<file path="src/rtl/fixfloat_pkg.sv">
// Shared definitions for the fixed-point arithmetic unit (fixed_adder,
// fixed_multi_seq): default operand format and the multiplier FSM state type.
package fixfloat_pkg;

  localparam int FIX_INT_W  = 8;
  localparam int FIX_FRAC_W = 8;

  typedef enum logic [1:0] {
    IDLE = 2'b00,
    CALC = 2'b01,
    DONE = 2'b10
  } fix_state_e;

endpackage

</file>
<file path="src/rtl/fixed_multi_seq_if.sv">
// Operand/result handshake bundle for fixed_multi_seq.
// master = upstream source plus downstream consumer, slave = the multiplier.
interface fixed_multi_seq_if
  import fixfloat_pkg::*;
#(
  parameter int INT_W  = FIX_INT_W,
  parameter int FRAC_W = FIX_FRAC_W
);

  localparam int W = INT_W + FRAC_W;

  logic           in_valid;
  logic           in_ready;
  logic [W-1:0]   num1;
  logic [W-1:0]   num2;
  logic           out_valid;
  logic           out_ready;
  logic [W-1:0]   result;
  logic           overflow;
  logic           precision_lost;
  logic [2*W-1:0] result_full;

  modport master (
    output in_valid, num1, num2, out_ready,
    input  in_ready, out_valid, result, overflow, precision_lost, result_full
  );

  modport slave (
    input  in_valid, num1, num2, out_ready,
    output in_ready, out_valid, result, overflow, precision_lost, result_full
  );

endinterface

</file>
<file path="src/rtl/fixed_shift_add_step.sv">
// One radix-2 shift-add iteration: conditionally add the multiplicand into the
// upper accumulator half, then shift the whole accumulator right by one while
// keeping the carry out of the add as the new MSB.
module fixed_shift_add_step #(
  parameter int W = 16
) (
  input  logic [2*W-1:0] acc_i,
  input  logic [W-1:0]   mcand_i,
  input  logic           mplr_bit_i,
  output logic [2*W-1:0] acc_o
);

  logic [W:0] sum;

  // Add-and-shift; the carry lands in acc_o[2W-1] so all-ones operands fit.
  always_comb begin
    sum   = {1'b0, acc_i[2*W-1:W]} + {1'b0, (mplr_bit_i ? mcand_i : {W{1'b0}})};
    acc_o = {sum, acc_i[W-1:1]};
  end

endmodule

</file>
<file path="src/rtl/fixed_multi_seq.sv">
// Sequential unsigned INT_W.FRAC_W fixed-point multiplier, one multiplier bit
// per cycle, valid/ready on both sides. Outputs are registered once per
// operation on DONE entry and held until the next operation completes.
// Optional macro FIXED_MULTI_SAT_EN: saturate result to all ones on overflow.
module fixed_multi_seq
  import fixfloat_pkg::*;
#(
  parameter int INT_W  = FIX_INT_W,
  parameter int FRAC_W = FIX_FRAC_W
) (
  input  logic              clk,
  input  logic              rst_n,
  fixed_multi_seq_if.slave  bus
);

  localparam int W     = INT_W + FRAC_W;
  localparam int CNT_W = $clog2(W + 1);

  fix_state_e     state_q, state_d;
  logic [W-1:0]   mcand_q, mcand_d;
  logic [W-1:0]   mplr_q, mplr_d;
  logic [2*W-1:0] acc_q, acc_d;
  logic [CNT_W-1:0] count_q, count_d;
  logic [W-1:0]   result_q, result_d;
  logic           overflow_q, overflow_d;
  logic           prec_lost_q, prec_lost_d;
  logic [2*W-1:0] full_q, full_d;
  logic [2*W-1:0] acc_step;

  function automatic logic acc_overflow(input logic [2*W-1:0] acc);
    return |acc[2*W-1:W+FRAC_W];
  endfunction

  function automatic logic [W-1:0] map_result(input logic [2*W-1:0] acc);
`ifdef FIXED_MULTI_SAT_EN
    if (acc_overflow(acc)) return {W{1'b1}};
`endif
    return acc[W+FRAC_W-1:FRAC_W];
  endfunction

  fixed_shift_add_step #(.W(W)) u_step (
    .acc_i      (acc_q),
    .mcand_i    (mcand_q),
    .mplr_bit_i (mplr_q[0]),
    .acc_o      (acc_step)
  );

  // Next-state and datapath updates; everything holds unless a branch changes it.
  always_comb begin
    state_d     = state_q;
    mcand_d     = mcand_q;
    mplr_d      = mplr_q;
    acc_d       = acc_q;
    count_d     = count_q;
    result_d    = result_q;
    overflow_d  = overflow_q;
    prec_lost_d = prec_lost_q;
    full_d      = full_q;
    case (state_q)
      IDLE: begin
        if (bus.in_valid) begin
          mcand_d = bus.num1;
          mplr_d  = bus.num2;
          acc_d   = '0;
          count_d = '0;
          state_d = CALC;
        end
      end
      CALC: begin
        // After W iterations acc holds the exact product; this cycle only
        // registers the mapped outputs from the settled accumulator.
        if (count_q == CNT_W'(W)) begin
          full_d      = acc_q;
          result_d    = map_result(acc_q);
          overflow_d  = acc_overflow(acc_q);
          prec_lost_d = |acc_q[FRAC_W-1:0];
          state_d     = DONE;
        end else begin
          acc_d   = acc_step;
          mplr_d  = mplr_q >> 1;
          count_d = count_q + CNT_W'(1);
        end
      end
      DONE: begin
        if (bus.out_ready) state_d = IDLE;
      end
      default: state_d = IDLE;
    endcase
  end

  // State, datapath and output registers, all cleared by the async reset.
  always_ff @(posedge clk or negedge rst_n) begin
    if (!rst_n) begin
      state_q     <= IDLE;
      mcand_q     <= '0;
      mplr_q      <= '0;
      acc_q       <= '0;
      count_q     <= '0;
      result_q    <= '0;
      overflow_q  <= 1'b0;
      prec_lost_q <= 1'b0;
      full_q      <= '0;
    end else begin
      state_q     <= state_d;
      mcand_q     <= mcand_d;
      mplr_q      <= mplr_d;
      acc_q       <= acc_d;
      count_q     <= count_d;
      result_q    <= result_d;
      overflow_q  <= overflow_d;
      prec_lost_q <= prec_lost_d;
      full_q      <= full_d;
    end
  end

  assign bus.in_ready       = (state_q == IDLE);
  assign bus.out_valid      = (state_q == DONE);
  assign bus.result         = result_q;
  assign bus.overflow       = overflow_q;
  assign bus.precision_lost = prec_lost_q;
  assign bus.result_full    = full_q;

endmodule
</file>
<file path="src/flat_wrapper.sv">
// flat-port wrapper written by rule: the top's interface ports become plain ports
module fixed_multi_seq_flat import fixfloat_pkg::*;
#(
  parameter int INT_W  = FIX_INT_W,
  parameter int FRAC_W = FIX_FRAC_W
)
  (clk, rst_n, bus_in_valid, bus_num1, bus_num2, bus_out_ready, bus_in_ready, bus_out_valid, bus_result, bus_overflow, bus_precision_lost, bus_result_full);
  fixed_multi_seq_if #(.INT_W(INT_W), .FRAC_W(FRAC_W)) bus_i ();
  input  logic clk;
  input  logic rst_n;
  input wire logic [$bits(bus_i.in_valid)-1:0] bus_in_valid;
  input wire logic [$bits(bus_i.num1)-1:0] bus_num1;
  input wire logic [$bits(bus_i.num2)-1:0] bus_num2;
  input wire logic [$bits(bus_i.out_ready)-1:0] bus_out_ready;
  output wire logic [$bits(bus_i.in_ready)-1:0] bus_in_ready;
  output wire logic [$bits(bus_i.out_valid)-1:0] bus_out_valid;
  output wire logic [$bits(bus_i.result)-1:0] bus_result;
  output wire logic [$bits(bus_i.overflow)-1:0] bus_overflow;
  output wire logic [$bits(bus_i.precision_lost)-1:0] bus_precision_lost;
  output wire logic [$bits(bus_i.result_full)-1:0] bus_result_full;
  assign bus_i.in_valid = bus_in_valid;
  assign bus_i.num1 = bus_num1;
  assign bus_i.num2 = bus_num2;
  assign bus_i.out_ready = bus_out_ready;
  assign bus_in_ready = bus_i.in_ready;
  assign bus_out_valid = bus_i.out_valid;
  assign bus_result = bus_i.result;
  assign bus_overflow = bus_i.overflow;
  assign bus_precision_lost = bus_i.precision_lost;
  assign bus_result_full = bus_i.result_full;
  fixed_multi_seq #(.INT_W(INT_W), .FRAC_W(FRAC_W)) u_core (.clk(clk), .rst_n(rst_n), .bus(bus_i));
endmodule
</file>
<file path="config.mk">
export PLATFORM = sky130hd
export DESIGN_NAME = fixed_multi_seq_flat
export DESIGN_NICKNAME = d
export VERILOG_FILES = /design/src/rtl/fixfloat_pkg.sv /design/src/rtl/fixed_multi_seq_if.sv /design/src/rtl/fixed_shift_add_step.sv /design/src/rtl/fixed_multi_seq.sv /design/src/flat_wrapper.sv
export SDC_FILE = /design/constraint.sdc
export NUM_CORES = 1
export LEC_CHECK = 0
export CAP_MARGIN = 20
export CORE_MARGIN = 5
export CORE_UTILIZATION = 57
export CTS_CLUSTER_SIZE = 16
export DETAILED_ROUTE_END_ITERATION = 6
export DONT_BUFFER_PORTS = 1
export GPL_ROUTABILITY_DRIVEN = 0
export PLACE_DENSITY = 0.75
export REMOVE_ABC_BUFFERS = 1
export SYNTH_ARGS = -nofsm -noshare
export SYNTH_HDL_FRONTEND = slang
export SYNTH_SLANG_ARGS = --single-unit
</file>
<file path="constraint.sdc">
create_clock -name clk -period 2.4 [get_ports clk]
set_clock_uncertainty 0.15 [all_clocks]
set_input_delay 0.48 -clock clk [delete_from_list [all_inputs] [get_ports clk]]
set_output_delay 0.48 -clock clk [all_outputs]
set_load 0.05 [all_outputs]
</file>
## After elaboration in Yosys (flattened, before gate mapping)

Cells that the tools add are included.
Widths: inputs -> output; s select.

- Register bits after elaboration: 121
- Bits in latches: 0
- RAM bits: 0
- Memory bits (read-only): 0
- Input bits: 36
- Output and inout bits: 52
- Logic and storage cells: 40
- Memories kept: 0

- Add/sub/neg operators: 2
- Multiply operators: 0
- Divide/modulo/power cells: 0
- $lt $le $gt $ge: 0
- Equal/unequal tests: 7
- Shift-type cells: 0
- Muxes and demuxes: 14
- Bitwise logic cells: 0
- Reduce and logical (&&, ||, !) cells: 8

Operator list:

| operator | count |
|---|---|
| $mux 32 | 2 |
| $pmux 32 s2 | 1 |
| $mux 16 | 3 |
| $pmux 16 s2 | 1 |
| $add 16x16->17 | 1 |
| $reduce_or 8->1 | 2 |
| $mux 5 | 2 |
| $pmux 5 s2 | 1 |
| $mux 2 | 3 |
| $ne 2x2->1 const B | 3 |
| $pmux 2 s3 | 1 |
| $reduce_and 3->1 | 2 |
| $add 5x1->5 const B | 1 |
| $eq 5x5->1 const B | 1 |
| $reduce_and 2->1 | 2 |
| $eq 2x1->1 const B | 1 |
| $eq 2x2->1 const B | 1 |
| $logic_not 2->1 | 1 |
| $ne 2x1->1 const B | 1 |
| $reduce_bool 2->1 | 1 |

## Depth between registers and ports, before layout

- Word-level depth: 4
- Depth in mapped cells: 10

## Hierarchy

Synthesis repeated with hierarchy kept, for this count alone.

- Cells, all modules: 497
- Area, all modules: 5,484.0 um^2

Modules (own cells, without submodules):

| module | instances | cells an instance | area an instance (um^2) | seq. area each (um^2) |
|---|---|---|---|---|
| fixed_multi_seq | 1 | 363 | 4,505.6 | 2,627.5 |
| fixed_shift_add_step | 1 | 134 | 978.4 | 0.0 |

## Worst setup path before layout

OpenSTA, ideal clock, no wires.

- Path type: flip-flop to flip-flop
- Start point: register u_core.mplr_q[0]
- End point: register u_core.acc_q[25]
- Setup time: 0.122 ns
- Arrival: 2.280 ns
- Required time: 2.128 ns
- Slack: -0.152 ns
- Cell stages (with the launch flop): 11
- Path buffers: 1
- Period minus slack after synthesis: 2.552 ns
- Cells stage by stage: dfrtp_1 > clkbuf_1 > and2_1 > ha_1 > inv_1 > fa_1 > and2b_1 > o21bai_2 > a211oi_4 > o21ai_0 > a32o_1

- Word-level cells in the longest chain between the ends: 4

RTL lines:

| element | line | source |
|---|---|---|
| from (decl) | fixed_multi_seq.sv:21 | `logic [W-1:0] mplr_q, mplr_d;` |
| from (signal assigned) | fixed_multi_seq.sv:106 | `mplr_q <= mplr_d;` |
| $mux 16 | fixed_shift_add_step.sv:17 | `sum = {1'b0, acc_i[2*W-1:W]} + {1'b0, (mplr_bit_i ? mcand_i : {W{1'b0}})};` |
| $add 16x16->17 | fixed_shift_add_step.sv:17 |  |
| $mux 32 | fixed_multi_seq.sv:72 | `if (count_q == CNT_W'(W)) begin` |
| $pmux 32 s2 | fixed_multi_seq.sv:59 | `case (state_q)` |
| to (signal assigned) | fixed_multi_seq.sv:97 | `acc_q <= '0;` |
| to (signal assigned) | fixed_multi_seq.sv:107 | `acc_q <= acc_d;` |
| to (decl) | fixed_multi_seq.sv:22 | `logic [2*W-1:0] acc_q, acc_d;` |

No other way between the ends. The select of a mux whose other input is x is not followed.
A chain may end at the register's enable or synchronous reset.

## Worst setup path after layout

- Start point: register u_core.mplr_q[0]
- End point: register u_core.acc_q[28]

The elaborated chain is that of the path after synthesis.

==> metrics.csv <==
metric,value,unit
#FFs+latches synth,105,
Post-Syn Area per Cell,10.3,um2
root buffer cell,clkbuf_8,
Slew Limit Fails,0,
Core ar.,9060,um2
die height,106,um
grt ovf,0,
pin count of the biggest net entering global routing,106,
fraction of registers with async set/reset,100,%
final setup fails,0,
endpoint class of the critical path,register,
CTS tree,built,
relative slew slack,38.2,%
placed insts,596,
die area,11200,um2
critical path data required time,2530,ps
Hold Slack,-372,ps
Critical Path Start Type,register,
routed len/inst,18.0,um
Bufs on Longest Clock Path,2,
synthesized instance count,504,
"EDFF count, synth",0,
Peak Freq,0.422,GHz
clk slew on worst S/H paths,100,ps
CTS HTree Levels,3,
vias in the first global route,3573,
Max Fanout on Critical Path,12,
Worst EP arrival,2500,ps
R2R Path End,u_core.acc_q[28],
R2R cell count,8,
period utilisation layout,98.8,%
CTS Sinks,105,
post-synthesis sequential area ratio,50.4,%
first-pass GRT wire length,17600,um
share of cells above drive strength 1,23.9,%
Site Rows,35,
reg2reg start,u_core.mplr_q[0],
PortBufs,0,
number of diodes,0,
die width,106,um
drt via density,6.01,
Syn Std Cell Area,5210,um2
sequential cell area,2630,um2
violated checks,negative hold slack,
post-DP HPWL,7520,um
worst-margin pin slew,928,ps
Post-route DRC,0,
TritonRoute pass-1 iters,5,
Final Critical Period,2370,ps
via count of the routed design,3691,
DR iter-0 viols,175,
Crit Path Class,register to register,
WL final,11100,um
P&R area growth vs syn,8.09,%
max cap viols,0,
Hold Crit Class,input pin to asynchronous set/reset pin,
initial antenna violation count,0,
Synth cell types,58,
Num CTS Buffers,9,
Total Routing Usage GR,19.4,%
Routed Antenna Nets,0,
final cell count without fillers,614,
Ports,88,
Fin. Hold Viols,105,
status,"complete, but fails checks",
area occupied by multi-input gates,2450,um2
YS warnings,0,
Synth Flop Type,dfrtp_1,
FILL cells,742,
Total Nets Final,553,
Worst R2R Setup Slack,30,ps
Initial Utilization,57.5,%
worst skew pair latency,380,ps
[worst max-delay path by stage]
stage,slack [ps],start,depth (start not counted),to
after global routing,-20,u_core.mplr_q[0],8,u_core.acc_q[30]
final,30,u_core.mplr_q[0],8,u_core.acc_q[28]
after floorplan,-1780,u_core.state_q[1],7,u_core.count_q[4]
after detailed placement,-20,u_core.mplr_q[0],8,u_core.acc_q[30]
after global placement,20,u_core.mplr_q[0],8,u_core.acc_q[30]
after CTS,0.2,u_core.mplr_q[0],8,u_core.acc_q[24]
[placed cells by master (no fill, tap or decap), types with 3 or more instances in the layout]
cell / instances
dfrtp_1: 105
nand2_1: 86
mux2_2: 45
nor2_1: 30
nand3_1: 25
buf_4: 21
and2_1: 16
a31oi_1: 15
o21ai_0: 13
inv_1: 10
a21oi_1: 10
ha_1: 9
clkbuf_8: 9
xor2_1: 6
a21oi_2: 6
o21ai_1: 6
or3_1: 5
ha_4: 5
nand4_1: 4
a21o_1: 4
nor4_1: 4
ha_2: 4
nand2_2: 3
a32o_1: 3
o21a_1: 3
clkinv_4: 3
[metal layers]
layer / global-route usage (%) / vias up / part of all wire (%)
met4: 5.55 / 0 / 1.9
met5: 0 / - / 0
met2: 32.0 / 137 / 50
met3: 5.70 / 22 / 6.5
li1: - / 1733 / -
met1: 25.1 / 1799 / 42
[cell type report]
cell class / instances / area share (%)
Multi-Input combinational cell: 348 / 43.5
Tap cell: 111 / 2.46
Timing Repair Buffer: 23 / 3.35
Clock inverter: 6 / 1.11
Inverter: 11 / 0.733
Clock buffer: 10 / 2.26
Sequential cell: 105 / 46.6
[Yosys cell counts (all sizes together), types with 5 or more instances]
master  instances  area, um2
nand3          26        130
and2           17        106
o21ai          20        100
buf            34        221
a21oi          17       88.8
clkbuf          6       22.5
inv            11       41.3
xor2            6       52.6
nand2          89        339
mux2           46        518
or3             5       31.3
ha             18        225
a31oi          15       93.8
dfrtp         105       2630
nor2           33        129
[what timing repair did]
item,4_1_cts,5_1_grt
resized for setup,4,30
endpoints found under the setup margin,3,8
endpoints found under the hold margin,105,105
pin swaps,1,8
buffers inserted,0,2
[stage by stage]
step / cell area (um2) / utilization [%] / worst slack (ps) / setup TNS (ps)
after floorplan: 4970 / - / -1780 / -104830
after global placement: 5280 / 58.3 / 21.7 / 0
after detailed placement: 5280 / 58.3 / -21.5 / -21.5
after CTS: 5490 / 60.5 / 0.234 / 0
after global routing: 5640 / 62.2 / -21.9 / -46.2
final: 5640 / 62.2 / 27.9 / 0
[cell families (layout without fill, tap and decap cells)]
kind of cell    Yosys count  after routing  share of synthesized area (%)
buf+inv                  51             50                           5.47
flops                   105            105                           50.4
xor+xnor                  7              7                           1.18
fa+ha+maj                19             19                           4.70
compound gates           87             87                           11.5
mux                      46             46                           9.94
simple gates            189            189                           16.8
[sequential cells by signal, indices dropped and copies added (netlist names)]
signal and flops:
u_core.bus.result_full 32, u_core.mcand_q 16, u_core.state_q 2, u_core.count_q 5
u_core.mplr_q 16, u_core.bus.overflow 1, u_core.acc_q 32, u_core.bus.precision_lost 1
[critical path, stage by stage, from the launching register on]
cell      delay (ps)
dfrtp_1          410
buf_4            180
and2_1           150
ha_2             310
a21oi_2          230
o21bai_1         120
a221oi_1         360
nand3b_1         120
a32o_1           250
Power is left out: the tool's default activity adds up to more than one toggle a clock period on the data nets, which glitch-free logic cannot reach.
